`config.mk`:
```
export PLATFORM = sky130hd
export DESIGN_NAME = cpu_core
export DESIGN_NICKNAME = d
export VERILOG_FILES = /design/src/rtl/cpu_pkg.sv /design/src/rtl/cpu_alu.sv /design/src/rtl/cpu_core.sv
export SDC_FILE = /design/constraint.sdc
export NUM_CORES = 1
export LEC_CHECK = 0
export ABC_AREA = 1
export CAP_MARGIN = 30
export CORE_MARGIN = 3
export CORE_UTILIZATION = 62
export DETAILED_ROUTE_END_ITERATION = 10
export GPL_TIMING_DRIVEN = 0
export PLACE_DENSITY = 0.91
export SYNTH_ARGS = -nofsm -noshare
export SYNTH_HDL_FRONTEND = slang
export SYNTH_SLANG_ARGS = --single-unit
```
`constraint.sdc`:
```
create_clock -name clk -period 7.2 [get_ports clk]
set_input_delay 1.44 -clock clk [delete_from_list [all_inputs] [get_ports clk]]
set_output_delay 1.44 -clock clk [all_outputs]
set_load 0.01 [all_outputs]
```
`src/rtl/cpu_pkg.sv`:
```
// Shared opcode map, flag struct and instruction field layout for cpu_core.
// Setting the MUL_EN macro makes opcode 001101 (MUL) an ALU operation.
package cpu_pkg;

   localparam int DATA_W      = 16;
   localparam int DEST_MSB    = 11;
   localparam int DEST_LSB    = 8;
   localparam int LOAD_LEN_W  = 8;
   localparam int STORE_LEN_W = 6;

   localparam logic [5:0] OP_NOP   = 6'b000000;
   localparam logic [5:0] OP_ADD   = 6'b000001;
   localparam logic [5:0] OP_SUB   = 6'b000010;
   localparam logic [5:0] OP_AND   = 6'b000011;
   localparam logic [5:0] OP_OR    = 6'b000100;
   localparam logic [5:0] OP_XOR   = 6'b000101;
   localparam logic [5:0] OP_NOT   = 6'b000110;
   localparam logic [5:0] OP_LSL   = 6'b000111;
   localparam logic [5:0] OP_LSR   = 6'b001000;
   localparam logic [5:0] OP_CMP   = 6'b001001;
   localparam logic [5:0] OP_MOV   = 6'b001010;
   localparam logic [5:0] OP_INC   = 6'b001011;
   localparam logic [5:0] OP_DEC   = 6'b001100;
   localparam logic [5:0] OP_MUL   = 6'b001101;
   localparam logic [5:0] OP_LOAD  = 6'b010000;
   localparam logic [5:0] OP_STORE = 6'b010001;
   localparam logic [5:0] OP_PUSH  = 6'b010010;
   localparam logic [5:0] OP_POP   = 6'b010011;

   typedef struct packed {
      logic zero;
      logic negative;
      logic carry;
      logic overflow;
   } flags_t;

   typedef enum logic [0:0] {
      ST_IDLE     = 1'b0,
      ST_POP_PEND = 1'b1
   } stack_state_e;

   function automatic logic is_alu_op(input logic [5:0] op);
      logic r;
      case (op)
         OP_ADD, OP_SUB, OP_AND, OP_OR, OP_XOR, OP_NOT, OP_LSL,
         OP_LSR, OP_CMP, OP_MOV, OP_INC, OP_DEC: r = 1'b1;
`ifdef MUL_EN
         OP_MUL:                                 r = 1'b1;
`endif
         default:                                r = 1'b0;
      endcase
      return r;
   endfunction

endpackage

```
`src/rtl/cpu_alu.sv`:
```
// Combinational ALU: result and zero/negative/carry/overflow flags for ACC op imm.
// The MUL path exists only when MUL_EN is defined.
module cpu_alu
   import cpu_pkg::*;
(
   input  logic [5:0]        op,
   input  logic [DATA_W-1:0] a,
   input  logic [DATA_W-1:0] b,
   output logic [DATA_W-1:0] result,
   output flags_t            flags
);

   logic [DATA_W-1:0] w_opb;
   logic [DATA_W-1:0] w_res;
   logic [DATA_W:0]   w_wide;
   logic              w_carry;
   logic              w_ovf;
`ifdef MUL_EN
   logic [2*DATA_W-1:0] w_prod;
`endif

   // INC/DEC reuse the adder/subtractor with a constant one operand
   always_comb begin
      w_opb = b;
      if ((op == OP_INC) || (op == OP_DEC)) begin
         w_opb = 16'h0001;
      end else begin
         w_opb = b;
      end
   end

   // Operation select with per-family carry/overflow rules
   always_comb begin
      w_res   = 16'h0000;
      w_wide  = 17'h00000;
      w_carry = 1'b0;
      w_ovf   = 1'b0;
`ifdef MUL_EN
      w_prod  = 32'h0000_0000;
`endif
      case (op)
         OP_ADD, OP_INC: begin
            w_wide  = {1'b0, a} + {1'b0, w_opb};
            w_res   = w_wide[DATA_W-1:0];
            w_carry = w_wide[DATA_W];
            w_ovf   = (a[15] == w_opb[15]) && (w_res[15] != a[15]);
         end
         OP_SUB, OP_CMP, OP_DEC: begin
            w_res   = a - w_opb;
            w_carry = (a < w_opb);
            w_ovf   = (a[15] != w_opb[15]) && (w_res[15] != a[15]);
         end
         OP_AND: w_res = a & b;
         OP_OR:  w_res = a | b;
         OP_XOR: w_res = a ^ b;
         OP_NOT: w_res = ~a;
         OP_MOV: w_res = b;
         // Spare bit above/below the word catches the last bit shifted out
         OP_LSL: begin
            w_wide  = {1'b0, a} << b[3:0];
            w_res   = w_wide[DATA_W-1:0];
            w_carry = w_wide[DATA_W];
         end
         OP_LSR: begin
            w_wide  = {a, 1'b0} >> b[3:0];
            w_res   = w_wide[DATA_W:1];
            w_carry = w_wide[0];
         end
`ifdef MUL_EN
         OP_MUL: begin
            w_prod  = {16'h0000, a} * {16'h0000, b};
            w_res   = w_prod[DATA_W-1:0];
            w_carry = |w_prod[2*DATA_W-1:DATA_W];
         end
`endif
         default: begin
            w_res   = 16'h0000;
            w_carry = 1'b0;
            w_ovf   = 1'b0;
         end
      endcase
   end

   assign result         = w_res;
   assign flags.zero     = (w_res == 16'h0000);
   assign flags.negative = w_res[DATA_W-1];
   assign flags.carry    = w_carry;
   assign flags.overflow = w_ovf;

endmodule

```
`src/rtl/cpu_core.sv`:
```
// Execute/control core: accumulator, stack pointer, flags and registered strobes.
// Define MUL_EN to enable the MUL opcode (001101); otherwise it executes as NOP.
module cpu_core
   import cpu_pkg::*;
#(
   parameter logic [15:0] STACK_TOP  = 16'hFFFF,
   parameter logic [15:0] STACK_BASE = 16'hFF00
)(
   input  logic        clk,
   input  logic        rst,
   input  logic [15:0] imm,
   input  logic [15:0] instr,
   input  logic [5:0]  opcode,
   output logic [7:0]  readLen,
   output logic        reg_write_en,
   output logic [3:0]  reg_dest,
   output logic [5:0]  writeData,
   output logic        writeEnable,
   output logic        push,
   output logic        pop,
   output logic        pop_done,
   output logic [15:0] dafa_in,
   output logic [15:0] address,
   output logic        alu_done,
   output logic [15:0] alu_out,
   output logic        zero,
   output logic        negative,
   output logic        carry,
   output logic        overflow
);

   logic [15:0]  r_acc;
   logic [15:0]  r_sp;
   flags_t       r_flags;
   stack_state_e r_state;
   stack_state_e w_state_nxt;

   logic [15:0] w_alu_res;
   flags_t      w_alu_flags;
   logic        w_push_ok;
   logic        w_pop_ok;

   logic [15:0] w_acc_nxt;
   logic [15:0] w_sp_nxt;
   flags_t      w_flags_nxt;
   logic [7:0]  w_read_len_nxt;
   logic        w_rwe_nxt;
   logic [3:0]  w_dest_nxt;
   logic [5:0]  w_wdata_nxt;
   logic        w_we_nxt;
   logic        w_push_nxt;
   logic        w_pop_nxt;
   logic        w_pop_done_nxt;
   logic [15:0] w_dafa_nxt;
   logic [15:0] w_addr_nxt;
   logic        w_alu_done_nxt;
   logic [15:0] w_alu_out_nxt;

   cpu_alu u_alu (
      .op     (opcode),
      .a      (r_acc),
      .b      (imm),
      .result (w_alu_res),
      .flags  (w_alu_flags)
   );

   assign w_push_ok = (r_sp != STACK_BASE);
   assign w_pop_ok  = (r_sp != STACK_TOP);

   // Stack FSM state register: remembers that a pop completes next cycle
   always_ff @(posedge clk) begin
      if (rst) begin
         r_state <= ST_IDLE;
      end else begin
         r_state <= w_state_nxt;
      end
   end

   // Stack FSM next state
   always_comb begin
      w_state_nxt = ST_IDLE;
      if ((opcode == OP_POP) && w_pop_ok) begin
         w_state_nxt = ST_POP_PEND;
      end else begin
         w_state_nxt = ST_IDLE;
      end
   end

   // Stack FSM output: completion pulse independent of the following opcode
   always_comb begin
      case (r_state)
         ST_POP_PEND: w_pop_done_nxt = 1'b1;
         ST_IDLE:     w_pop_done_nxt = 1'b0;
         default:     w_pop_done_nxt = 1'b0;
      endcase
   end

   // Instruction decode into next architectural state and next output values
   always_comb begin
      w_acc_nxt      = r_acc;
      w_sp_nxt       = r_sp;
      w_flags_nxt    = r_flags;
      w_read_len_nxt = 8'h00;
      w_rwe_nxt      = 1'b0;
      w_dest_nxt     = reg_dest;
      w_wdata_nxt    = 6'h00;
      w_we_nxt       = 1'b0;
      w_push_nxt     = 1'b0;
      w_pop_nxt      = 1'b0;
      w_dafa_nxt     = dafa_in;
      w_addr_nxt     = address;
      w_alu_done_nxt = 1'b0;
      w_alu_out_nxt  = alu_out;
      if (is_alu_op(opcode)) begin
         w_flags_nxt    = w_alu_flags;
         w_alu_out_nxt  = w_alu_res;
         w_alu_done_nxt = 1'b1;
         // CMP only updates flags and alu_out
         if (opcode != OP_CMP) begin
            w_acc_nxt  = w_alu_res;
            w_rwe_nxt  = 1'b1;
            w_dest_nxt = instr[DEST_MSB:DEST_LSB];
         end else begin
            w_acc_nxt  = r_acc;
         end
      end else begin
         case (opcode)
            OP_LOAD: begin
               w_addr_nxt     = imm;
               w_read_len_nxt = instr[LOAD_LEN_W-1:0];
               w_rwe_nxt      = 1'b1;
               w_dest_nxt     = instr[DEST_MSB:DEST_LSB];
            end
            OP_STORE: begin
               w_addr_nxt  = imm;
               w_dafa_nxt  = r_acc;
               w_wdata_nxt = instr[STORE_LEN_W-1:0];
               w_we_nxt    = 1'b1;
            end
            OP_PUSH: begin
               if (w_push_ok) begin
                  w_sp_nxt    = r_sp - 16'h0001;
                  w_addr_nxt  = r_sp - 16'h0001;
                  w_dafa_nxt  = r_acc;
                  w_wdata_nxt = 6'd2;
                  w_we_nxt    = 1'b1;
                  w_push_nxt  = 1'b1;
               end else begin
                  w_sp_nxt    = r_sp;
               end
            end
            OP_POP: begin
               if (w_pop_ok) begin
                  w_sp_nxt       = r_sp + 16'h0001;
                  w_addr_nxt     = r_sp;
                  w_read_len_nxt = 8'd2;
                  w_pop_nxt      = 1'b1;
               end else begin
                  w_sp_nxt       = r_sp;
               end
            end
            default: begin
               w_acc_nxt = r_acc;
            end
         endcase
      end
   end

   // Architectural registers and registered outputs
   always_ff @(posedge clk) begin
      if (rst) begin
         r_acc        <= 16'h0000;
         r_sp         <= STACK_TOP;
         r_flags      <= '0;
         readLen      <= 8'h00;
         reg_write_en <= 1'b0;
         reg_dest     <= 4'h0;
         writeData    <= 6'h00;
         writeEnable  <= 1'b0;
         push         <= 1'b0;
         pop          <= 1'b0;
         pop_done     <= 1'b0;
         dafa_in      <= 16'h0000;
         address      <= 16'h0000;
         alu_done     <= 1'b0;
         alu_out      <= 16'h0000;
      end else begin
         r_acc        <= w_acc_nxt;
         r_sp         <= w_sp_nxt;
         r_flags      <= w_flags_nxt;
         readLen      <= w_read_len_nxt;
         reg_write_en <= w_rwe_nxt;
         reg_dest     <= w_dest_nxt;
         writeData    <= w_wdata_nxt;
         writeEnable  <= w_we_nxt;
         push         <= w_push_nxt;
         pop          <= w_pop_nxt;
         pop_done     <= w_pop_done_nxt;
         dafa_in      <= w_dafa_nxt;
         address      <= w_addr_nxt;
         alu_done     <= w_alu_done_nxt;
         alu_out      <= w_alu_out_nxt;
      end
   end

   assign zero     = r_flags.zero;
   assign negative = r_flags.negative;
   assign carry    = r_flags.carry;
   assign overflow = r_flags.overflow;

endmodule

```
; ---- Yosys cells after proc, flatten, opt, wreduce, memory -nomap -nowiden
; Memories as Yosys holds them, arrays and structs flattened.
; Index checks and enable logic that the tools add are counted.
[totals]
regBits = 109
output_inout_bits = 76
latchBits = 0
mem_bits_ro = 16
inputBits = 40
n_memories = 1
ram_bits = 0
word_cells = 110
[op_classes]
div_mod_pow = 0
n_reduce_logical = 21
n_bitwise = 8
n_mul = 0
magnitude_cmp = 1
n_mux = 28
add_sub_neg = 4
shifts = 2
n_eq_ne = 26
[memory_table]
columns = memory, words, width, read_ports, rd_clocked_by_memory_dff, write_ports, line
row1 = (no name shown), 16, 1, 1, 0, 0, cpu_pkg.sv:44  ; case (op)
[ops]
columns = operator, n
row1 = 16-bit case mux with 9 select lines, 1
row2 = 16-bit two-way mux, 5
row3 = 16-bit case mux with 2 select lines, 2
row4 = 16-bit case mux with 3 select lines, 1
row5 = 16-bit != test (second input constant), 2
row6 = 6-bit by 4-bit equality test with 1-bit output (second input constant), 5
row7 = 6-bit by 3-bit equality test with 1-bit output (second input constant), 4
row8 = 6-bit by 5-bit equality test with 1-bit output (second input constant), 4
row9 = 16-bit by 16-bit adder with 17-bit output, 1
row10 = 16-bit by 4-bit << shifter with 17-bit output, 1
row11 = 17-bit by 4-bit >> shifter with 17-bit output, 1
row12 = 16-bit by 1-bit adder with 16-bit output (second input constant), 1
row13 = 16-bit AND, 1
row14 = 16-bit zero test, 1
row15 = 16-bit less-than comparator, 1
row16 = 16-bit inverter, 1
row17 = 16-bit bitwise OR, 1
row18 = 8-bit case mux with 2 select lines, 1
row19 = 16-bit by 1-bit subtractor with 16-bit output (second input constant), 1
row20 = 16-bit subtractor, 1
row21 = 16-bit XOR, 1
row22 = 6-bit by 2-bit equality test with 1-bit output (second input constant), 2
row23 = 4-bit two-way mux, 3
row24 = 6-bit case mux with 2 select lines, 1
row25 = other kinds (21), 47

; ---- Logic depth before layout (Yosys ltp)
; Gate-level depths: netlist (run 1).
[logic_depth]
word_depth = 7
mapped_depth = 24
ltp_nobuf = 22

; ---- By module
; A second synthesis (run 1) with hierarchy kept.
[hier_totals]
hier_cells = 1785
area_unflattened_um2 = 10364.9
[modules_own_cells]
columns = mod, seq_area_each_um2, area_per_inst_um2, n_inst, cells_per_inst
row1 = cpu_alu, 0.0, 5183.7, 1, 1036
row2 = cpu_core, 2182.1, 5181.2, 1, 749

; ---- Worst setup path before layout (run 1)
; Ideal clock, no wire load.
[synth_timing]
path_type = input -> register
startpoint = in opcode[5]
endpoint = reg r_flags, in the netlist zero
t_arrival_ps = 3972
setup_time_ps = 58
n_path_buf = 3
t_required_ps = 7142
stages = 24
setup_slack_ps = 3170
cell_sequence = nor2_4 buf_4 nand3_1 nand2_1 clkbuf_1 nor2_1 inv_1 ha_1 buf_2 inv_1 nand2_1 nand2_1 inv_1 nand2_1 nand2_1 nand2_1 nand2_1 nand2_1 nand2_1 nand3_1 nand3_1 nor3_1 nand4_1 nand2_1
[synth_between]
elab_chain_len = 6
word_cells_on_any_way = 22
classes_between = add/sub: 2 / eq/ne: 12 / mux: 3 / reduce/logical: 5
[synth_rtl]
columns = element, line
row1 = "start, declared", cpu_core.sv:13  ; input logic [5:0] opcode,
row2 = 6-bit by 4-bit equality test with 1-bit output, "cpu_alu.sv:25, cpu_alu.sv:41"
row3 = 1-bit logical OR, cpu_alu.sv:25  ; if ((op == OP_INC) || (op == OP_DEC)) begin
row4 = 16-bit two-way mux, cpu_alu.sv:25
row5 = 16-bit subtractor or 16-bit by 16-bit adder with 17-bit output (tied branches), "cpu_alu.sv:49, cpu_alu.sv:43"
row6 = 16-bit case mux with 9 select lines, cpu_alu.sv:41  ; case (op)
row7 = 16-bit zero test, cpu_alu.sv:85  ; assign flags.zero = (w_res == 16'h0000);
row8 = "end signal, assigned", cpu_core.sv:190  ; r_flags <= w_flags_nxt;
row9 = "end, declared", cpu_core.sv:34  ; flags_t r_flags;
; Parallel ways exist; a longest one is shown, timed or not.
; A chain may end at the register's enable or synchronous reset.

; ---- Final worst setup path (run 1)
[layout_timing]
startpoint = in opcode[0]
endpoint = reg r_flags, in the netlist zero
; Same word-level chain as after synthesis.

==> impl_results.md, run 1 <==
- Worst skew pair latency: 360 ps
- Initial antenna violation count: 0
- Chip width: 130 µm
- Vias in the first global route: 10500
- CP Max Fanout: 10
- Synth cell types: 48
- Outcome: completed
- Clock-pin transition on the worst setup and hold timing paths: 80 ps
- Crit path largest cell delay: 660 ps
- Final wirelength: 37.0 mm
- Max Fclk: 183 MHz
- Slew headroom: 49.6%
- Hold Path Class: reg2reg
- Avg Cell Area, Syn: 6.02 µm²
- Synth area leaders: dfxtp_1 23%, nand2_1 16%, nand3_1 9.4%
- Worst slew pin tran: 755 ps
- HPWL after DPL: 28.9 mm
- Final setup margin: 1730 ps
- Highest-delay cell along the critical path: clkdlybuf4s50_1
- Die ar.: 17000 µm²
- Fin crit share: 76.0%
- Rows: 44
- Seq/Total Area, Yosys: 22.6%
- Starting DRT DRC Count: 1499
- Final setup violation count: 0
- CP dominant cell by count: nand2_1
- Post-cts repair resize count: 0
- Top Ports: 116
- Detail Route Antenna Nets: 0
- Via count: 11600
- First-pass GRT wire length: 55.7 mm
- Port Buffers: 110
- Worst Path Buf+Inv: 6
- Post-CTS setup buffers: 0
- Clock skew: 7.78 ps
- Total gr overflow: 0
- Number of iterations in the first detailed-routing pass: 8
- Pwr dens: 142 nW/µm²
- Starting Density: 64.7%
- Leak pwr: 5.64 nW
- CTS tree: built
- Longest Clk Path Bufs: 2
- Gpl congestion: 1.11
- Seq cells post-synth: 108
- CP Capture Type: flop
- Die span in y: 130 µm
- Worst setup path class: in2reg
- Netlist Area Pre-Place: 9580 µm²
- Area Overhead vs Synth: 16.9%
- RSZ-0062 raised after global routing: no
- Synth area leader: dfxtp_1
- Post-synth ARST share: 0%
- Share of cells above drive strength 1: 5.82%
- Max-slew violation count: 0
- Antenna diodes: 0
- Tmin final: 5470 ps
- Post-place setup slack: 1630 ps
- CTS Buf Count: 9
- Gate Count Post-Synth: 1592
- Top_reg_cell synth: dfxtp_1
- Clock sink count: 108
- Synth top area share: 22.6%
- Vias per cell: 6.11
- Number of fill cells: 1219
- Worst EP required: 7500 ps
- Worst vdd ir: 0.000146 V
- Drt drc: 0
- Worst-path cell chain: clkdlybuf4s50_1 -> nand2_1 -> inv_1 -> nand3_1 -> nand2_1 -> clkbuf_1 -> nor2_1 -> inv_1 -> ha_1 -> inv_1 -> nand2_1 -> nand2_1 -> inv_1 -> nand3_1 -> nand2_1 -> nand3_1 -> nand2_1 -> nand2_1 -> nor2_1 -> nor2_1 -> nand2_1 -> nor2_1 -> nand4_1 -> nand2_1
- Final layout net count: 1826
- Top delay family on crit path: simple AND/OR/NAND/NOR gates
- Post-synth net total: 1705
- Largest net degree at the start of global routing: 20
- EDFF count, synth: 0
- Setup TNS: 0 ps
- Synthesis warning total: 0
- Root Buffer: clkbuf_16
- Final Hold Viols: 0
- Overall routing resource usage: 42.2%
- Hold buffers post-CTS: 0
- Post-DR wirelength/cell: 19.4 µm
- Worst path arrival time: 5780 ps
- Core Box Area: 14800 µm²
- Max cap viols: 0
- Startpoint Class: primary input
- Htree depth: 3
==> layout make-up <==
type	count	area, µm²	area share [%]
buffer	61	343	3.06
multi-input combinational	1221	6310	56.4
sequential	108	2160	19.3
clock buffer	10	229	2.05
tap	184	230	2.06
inverter	202	761	6.80
clock inverter	6	56.3	0.503
timing repair buffer	110	1100	9.84
==> flip-flops by register name, summed over array words and instances (netlist names), 4 cells and up <==
| signal | count |
|---|---|
| address | 16 |
| alu_out | 16 |
| dafa_in | 16 |
| r_acc | 16 |
| r_sp | 16 |
| readLen | 8 |
| reg_dest | 4 |
| writeData | 6 |
==> tightest hold or removal path: stages (launching register included) <==
cell,delay (ps)
dfxtp_1,310
inv_1,50
nor2_1,30
==> power breakdown <==
part | leakage [nW] | switching, mW | total (mW) | internal (mW)
Clock | 0.137 | 0.240 | 0.483 | 0.242
Sequential | 0.877 | 0.0343 | 0.652 | 0.617
Combinational | 4.62 | 0.303 | 0.459 | 0.156
Total | 5.64 | 0.577 | 1.59 | 1.02
==> logic make-up (layout without fill, tap and decap cells) <==
kind of cell               count (synthesis)  count (layout)  synth area share [%]
and+or+nand+nor                          873             873                  39.1
buffers and inverters                    263             389                  11.5
AOI/OAI and AO/OA                        248             248                  14.7
DFF                                      108             108                  22.6
adders and majority gates                 73              73                  9.69
xor gates and xnor gates                  27              27                  2.47
==> layer usage <==
metal | share of wire [%] | vias up | global-route usage [%]
met5 | 0 | - | 0
li1 | - | 5393 | -
met4 | 6.6 | 0 | 22.9
met1 | 37 | 5139 | 54.8
met2 | 43 | 895 | 64.9
met3 | 13 | 197 | 9.95
==> layout by cell type, fill, tap and decap left out, types with 3 or more instances in the layout <==
cell type / count
nand2_1: 412
nor2_1: 214
inv_1: 189
nand3_1: 179
clkdlybuf4s50_1: 110
dfxtp_1: 108
a21oi_1: 100
o21ai_0: 71
ha_1: 71
clkbuf_1: 27
nand4_1: 24
xor2_1: 23
o21ai_1: 23
buf_2: 19
o22ai_1: 14
inv_2: 12
nor3_1: 11
nor2_4: 10
o211ai_1: 10
buf_6: 9
clkbuf_16: 9
a211oi_1: 7
nor2_2: 6
buf_4: 6
o21bai_1: 5
nand2_2: 4
xnor2_1: 4
nand3_2: 3
a211oi_2: 3
==> cells in the mapped netlist (3+ instances only) <==
| library cell | number |
|---|---|
| nand2_1 | 412 |
| nor2_1 | 214 |
| inv_1 | 189 |
| nand3_1 | 179 |
| dfxtp_1 | 108 |
| a21oi_1 | 100 |
| ha_1 | 71 |
| o21ai_0 | 71 |
| clkbuf_1 | 26 |
| nand4_1 | 24 |
| o21ai_1 | 23 |
| xor2_1 | 23 |
| buf_2 | 19 |
| o22ai_1 | 14 |
| inv_2 | 12 |
| nor3_1 | 11 |
| nor2_4 | 10 |
| o211ai_1 | 10 |
| buf_6 | 9 |
| a211oi_1 | 7 |
| buf_4 | 6 |
| nor2_2 | 6 |
| o21bai_1 | 5 |
| nand2_2 | 4 |
| xnor2_1 | 4 |
| a211oi_2 | 3 |
| nand3_2 | 3 |
==> final timing paths <==
path / cells past startpoint / from / endpoint / slack [ps]
setup / recovery: 24 / opcode[0] / zero / 1730
hold / removal: 2 / r_state / pop_done / 430
setup reg to reg: 17 / r_acc[0] / zero / 4250
hold reg to reg: 2 / r_state / pop_done / 430
==> per-stage QoR <==
| step | hold slack (ps) | instance area [µm²] | power, mW | instances | util (%) |
|---|---|---|---|---|---|
| final | 431 | 11200 | 1.59 | 1902 | 75.6 |
| after global routing | 446 | 11200 | 1.66 | 1902 | 75.6 |
| after CTS | 423 | 11200 | 1.57 | 1902 | 75.6 |
| after floorplan | 388 | 9580 | 0.940 | 1592 | - |
| after detailed placement | 412 | 10900 | 1.10 | 1886 | 73.7 |
| after global placement | 390 | 10900 | 1.09 | 1886 | 73.7 |
No activity file was read; power rests on OpenSTA's default activity.
==> inputs of run 2 (changes only) <==
--- a/config.mk
+++ b/config.mk
@@ -8,10 +8,10 @@
 export ABC_AREA = 1
 export CAP_MARGIN = 30
 export CORE_MARGIN = 3
-export CORE_UTILIZATION = 62
+export CORE_UTILIZATION = 52
 export DETAILED_ROUTE_END_ITERATION = 10
 export GPL_TIMING_DRIVEN = 0
-export PLACE_DENSITY = 0.91
+export PLACE_DENSITY = 0.82
 export SYNTH_ARGS = -nofsm -noshare
 export SYNTH_HDL_FRONTEND = slang
 export SYNTH_SLANG_ARGS = --single-unit
==> constraint.sdc (replaced) <==
create_clock -name clk -period 4.9 [get_ports clk]
set_input_delay 0.98 -clock clk [delete_from_list [all_inputs] [get_ports clk]]
set_output_delay 0.98 -clock clk [all_outputs]
set_load 0.01 [all_outputs]
==> run 2 against run 1 <==
  * Register-to-register slack lost 2500 ps
  * Design area up 0.77%
  * Cell count grew 2.3%
  * Critical path depth shrank 2
  * Power increased by 48%
  * Critical path type unchanged
  * Flip-flop and latch count stayed put
  * Die area grew 18%
  * Largest cell class unchanged
  * Critical endpoint unchanged
  * Sequential share of layout area decreased by 0.15 points
==> impl_results.md, run 2 (synthesized netlist as in run 1, its figures left out) <==
- Overall routing resource usage: 37.2%
- Worst vdd ir: 0.000235 V
- Core Box Area: 17700 µm²
- CTS tree: built
- Outcome: completed
- Hold Path Class: reg2reg
- Slew headroom: 49.1%
- Gpl congestion: 1.07
- Clock skew: 7.89 ps
- Total gr overflow: 0
- Final std cells w/o fill: 1945
- Worst reg2reg path startpoint: r_acc[0]
- Chip width: 142 µm
- Max Fclk: 211 MHz
- Setup TNS: 0 ps
- RSZ-0062 raised after global routing: no
- Starting Density: 54.2%
- Reg2Reg Setup Slack: 1720 ps
- First-pass GRT wire length: 58.4 mm
- Max cap viols: 0
- Antenna diodes: 0
- CTS Buf Count: 9
- Worst Path Buf+Inv: 5
- Crit path largest cell delay: 660 ps
- Most frequent cells in the layout: 412 x nand2_1, 213 x nor2_1, 188 x inv_1, 179 x nand3_1, 108 x dfxtp_1
- Final design utilization: 63.9%
- Drt drc: 0
- Vias per cell: 5.86
- CP Capture Point: zero
- Htree depth: 3
- Placed cell area: 11000 µm²
- Highest-delay cell along the critical path: clkdlybuf4s50_1
- Die span in y: 142 µm
- Area Overhead vs Synth: 17.8%
- Final wirelength: 38.5 mm
- HP Start: r_state
- Worst setup path class: in2reg
- Leak pwr: 5.67 nW
- Number of iterations in the first detailed-routing pass: 5
- Rows: 48
- Worst R2R Path Depth: 17
- Root Buffer: clkbuf_16
- Detail Route Antenna Nets: 0
- CP Launch Point: opcode[2]
- HPWL after DPL: 30.5 mm
- Final Hold Viols: 0
- Pwr dens: 209 nW/µm²
- Post-DR wirelength/cell: 19.8 µm
- Largest net degree at the start of global routing: 20
- R2r endpoint: zero
- Vias in the first global route: 10400
- Longest Clk Path Bufs: 2
- Most common cell after layout, fill and taps aside: nand2_1
- Worst EP required: 5200 ps
- Worst skew pair latency: 350 ps
- Die ar.: 20100 µm²
- Starting DRT DRC Count: 1284
- Design area: 11300 µm²
- Tmin final: 4740 ps
- Worst path arrival time: 5040 ps
- Max-slew violation count: 0
- Port Buffers: 110
- CP Max Fanout: 10
- Hold buffers post-CTS: 0
- Top delay family on crit path: simple AND/OR/NAND/NOR gates
- Final setup violation count: 0
- Share of cells above drive strength 1: 6.10%
- Clock sink count: 108
- Clock-pin transition on the worst setup and hold timing paths: 80 ps
- Via count: 11400
- WP depth: 22
- Top Ports: 116
- Initial antenna violation count: 0
- Placed Cells: 1927
- CP Capture Type: flop
- Worst-path cell chain: clkdlybuf4s50_1 -> nand2_1 -> nand3b_1 -> nand2_1 -> clkbuf_2 -> nor2_1 -> inv_1 -> ha_1 -> buf_2 -> inv_1 -> nand3_1 -> nand2_1 -> nand2_1 -> nand3_1 -> nand2_1 -> nor2_1 -> nand2_1 -> nor2_1 -> nand3_1 -> nor2_1 -> nand4_1 -> nand2_1
- Worst slew pin tran: 763 ps
- Startpoint Class: primary input
- Fin crit share: 96.7%
- CP dominant cell by count: nand2_1
- Final layout net count: 1828
==> run 2: changes by cell type in the layout (fill, tap and decap cells not counted), moves of 2 or more <==
cell             delta
o21ai_0             -2
clkdlybuf4s50_1     -3
buf_4               +2
o21ai_1             +2
dlymetal6s2s_1      +3
==> run 2: tightest hold or removal path, delay by kind of cell, from the launching register on <==
family | cells | cell delay [ps]
AND/OR/NAND/NOR | 1 | 40
buffers and inverters | 1 | 50
flip-flops | 1 | 300
==> run 2: power breakdown <==
part	switching [mW]	internal [mW]
Combinational	0.451	0.230
Sequential	0.0514	0.907
Clock	0.357	0.356
==> run 2: metal layers <==
metal  wire [µm]  vias up  GRT usage (%)
li1            -     5399              -
met1       15600     5188           50.6
met2       17000      680           58.5
met3        4080      126           7.31
met4        1730        2           13.2
met5          51        -           2.01
==> run 2: timing repair <==
item | CTS | global route
setup buffers | 0 | 2
resized for setup | 0 | 10
setup endpoints to repair | 0 | 15
==> run 2: area by class of cell <==
class,count,area (µm²)
buffer,61,344
clock buffer,10,229
clock inverter,6,60.1
fill,1703,6380
inverter,202,761
multi-input combinational,1221,6320
sequential,108,2160
tap,225,282
timing repair buffer,112,1120
==> run 2: through the flow <==
stage | total power [mW] | hold slack (ps) | worst slack (ps)
2_1_floorplan | 1.38 | 388 | 1330
5_1_grt | 2.46 | 460 | 4.55
3_3_place_gp | 1.62 | 391 | -242
3_5_place_dp | 1.63 | 416 | -352
6_report | 2.35 | 428 | 161
4_1_cts | 2.34 | 428 | 11.0
==> run 2: how the worst min path moves through the flow <==
| stage | endpoint | cells after the start |
|---|---|---|
| floorplan | pop_done | 2 |
| global placement | pop_done | 2 |
| detailed placement | pop_done | 2 |
| CTS | pop_done | 2 |
| global route | pop_done | 2 |
| finish | pop_done | 2 |
==> inputs of run 3 (changes only) <==
--- a/config.mk
+++ b/config.mk
@@ -11,7 +11,7 @@
 export CORE_UTILIZATION = 52
 export DETAILED_ROUTE_END_ITERATION = 10
 export GPL_TIMING_DRIVEN = 0
-export PLACE_DENSITY = 0.82
+export PLACE_DENSITY = 0.78
 export SYNTH_ARGS = -nofsm -noshare
 export SYNTH_HDL_FRONTEND = slang
 export SYNTH_SLANG_ARGS = --single-unit
==> run 3 against run 2 <==
  * Non-clock buffer count fell by 2
  * Via count fell by 0.29%
  * Power rose by 1.0%
  * Design area barely moved
  * Critical path type unchanged
==> impl_results.md, run 3 (synthesized netlist as in run 1, its figures left out) <==
- Outcome: completed
- Highest-delay cell along the critical path: clkdlybuf4s50_1
- WP depth: 21
- Longest Clk Path Bufs: 2
- Number of fill cells: 1778
- Worst setup path class: in2reg
- Hold buffers post-CTS: 0
- RSZ-0062 raised after global routing: no
- Detail Route Antenna Nets: 0
- CP dominant cell by count: nor2_1
- Top delay family on crit path: simple AND/OR/NAND/NOR gates
- Pwr dens: 211 nW/µm²
- Die span in y: 142 µm
- CTS Buf Count: 9
- Via count: 11400
- Initial antenna violation count: 0
- Leak pwr: 5.65 nW
- Worst vdd ir: 0.000220 V
- Final design utilization: 63.8%
- Slew headroom: 46.5%
- Share of cells above drive strength 1: 6.00%
- Hold endpoint: pop_done
- Worst R2R Path Depth: 14
- Vias in the first global route: 10300
- Worst slew pin tran: 803 ps
- Clock skew: 12.8 ps
- First-pass GRT wire length: 58.2 mm
- Final setup violation count: 0
- Starting DRT DRC Count: 1429
- Area Overhead vs Synth: 17.7%
- Largest net degree at the start of global routing: 22
- Post-CTS setup buffers: 0
- Overall routing resource usage: 37.0%
- Most frequent cells in the layout: 412 x nand2_1, 213 x nor2_1, 189 x inv_1, 179 x nand3_1, 110 x clkdlybuf4s50_1
- Chip width: 142 µm
- CP Capture Type: flop
- CP Max Fanout: 10
- CTS tree: built
- Vias per cell: 5.84
- Hold-critical path depth: 2
- Port Buffers: 110
- Reg2Reg Setup Slack: 1900 ps
- R2r endpoint: zero
- Clock sink count: 108
- Number of iterations in the first detailed-routing pass: 6
- Gpl congestion: 1.02
- Worst reg2reg path startpoint: r_acc[0]
- Core Box Area: 17700 µm²
- Worst path arrival time: 4920 ps
- Startpoint Class: primary input
- Worst skew pair latency: 360 ps
- Post-DR wirelength/cell: 19.6 µm
- Worst Path Buf+Inv: 6
- Final Hold Viols: 0
- Max-slew violation count: 0
- Fin crit share: 94.1%
- Max cap viols: 0
- HP Start: r_state
- Total gr overflow: 0
- Starting Density: 54.2%
- Rows: 48
- Crit path largest cell delay: 640 ps
- Final layout net count: 1826
- Clock-pin transition on the worst setup and hold timing paths: 80 ps
- Tmin final: 4610 ps
- HPWL after DPL: 29.9 mm
- Final wirelength: 38.1 mm
- Most common cell after layout, fill and taps aside: nand2_1
- Drt drc: 0
- Setup TNS: 0 ps
- Worst EP required: 5210 ps
- Root Buffer: clkbuf_16
- Top Ports: 116
- Max Fclk: 217 MHz
- Hold Path Class: reg2reg
- Die ar.: 20100 µm²
- Htree depth: 3
- Worst-path cell chain: clkdlybuf4s50_1 -> nor2_2 -> buf_6 -> nand3b_1 -> nand2_1 -> clkbuf_2 -> nor2_1 -> inv_1 -> ha_1 -> inv_1 -> nand2_1 -> inv_1 -> a21oi_1 -> nor2_1 -> o21ai_0 -> nand3_1 -> nor2_1 -> nor2_1 -> nor2_1 -> nand4_1 -> nand2_1
run 3: cell types whose count changed in the layout (fill, tap and decap cells not counted), sizes merged:
cell,previous run,this run
clkdlybuf4s50,107,110
dlymetal6s2s,3,0
buf,37,35
clkbuf,36,35
clkinv,2,3
clkinvlp,2,1
diode,0,1
inv,204,205
run 3: where the power goes:
group / switching, mW / internal, mW
clock network: 0.378 / 0.364
registers: 0.0523 / 0.907
logic: 0.446 / 0.230
run 3: how the worst max path moves through the flow:
| stage | start | endpoint |
|---|---|---|
| 6_report | opcode[0] | zero |
| 5_1_grt | opcode[3] | zero |
| 3_3_place_gp | opcode[3] | zero |
| 3_5_place_dp | opcode[3] | zero |
| 4_1_cts | opcode[3] | zero |
| 2_1_floorplan | opcode[5] | zero |
run 3: layout make-up:
class / count / area, µm² / share of cell area (%)
inverters: 202 / 761 / 6.75
diodes: 1 / 2.50 / 0.0222
clock inverters: 7 / 80.1 / 0.710
well taps: 225 / 282 / 2.50
repair buffers: 110 / 1100 / 9.77
multi-input cells: 1221 / 6310 / 56.0
flip-flops and latches: 108 / 2160 / 19.2
clock buffers: 9 / 225 / 2.00
plain buffers: 61 / 344 / 3.05
run 3: tightest hold or removal path, delay by kind of cell, from the launching register on:
family / cells / cell delay (ps)
flops: 1 / 300
buf+inv: 1 / 40
simple gates: 1 / 30
run 3: metrics by stage:
stage / worst slack, ps / instances / hold slack, ps / power (mW) / instance area (µm²)
2_1_floorplan: 1330 / 1592 / 388 / 1.38 / 9580
3_3_place_gp: -259 / 1927 / 391 / 1.62 / 11000
3_5_place_dp: -198 / 1927 / 403 / 1.63 / 11000
4_1_cts: 163 / 1943 / 414 / 2.35 / 11300
5_1_grt: 56.0 / 1943 / 427 / 2.48 / 11300
6_report: 290 / 1944 / 411 / 2.38 / 11300
run 3: layer usage:
metal	track usage, %	routed length [µm]
met4	13.2	1430
met5	0	0
met2	58.5	17200
met1	51.4	15500
met3	5.46	3940
run 3: timing repair:
item / CTS / global route
endpoints found under the hold margin: 0 / 0
gates resized for setup: 0 / 3
endpoints found under the setup margin: 0 / 6
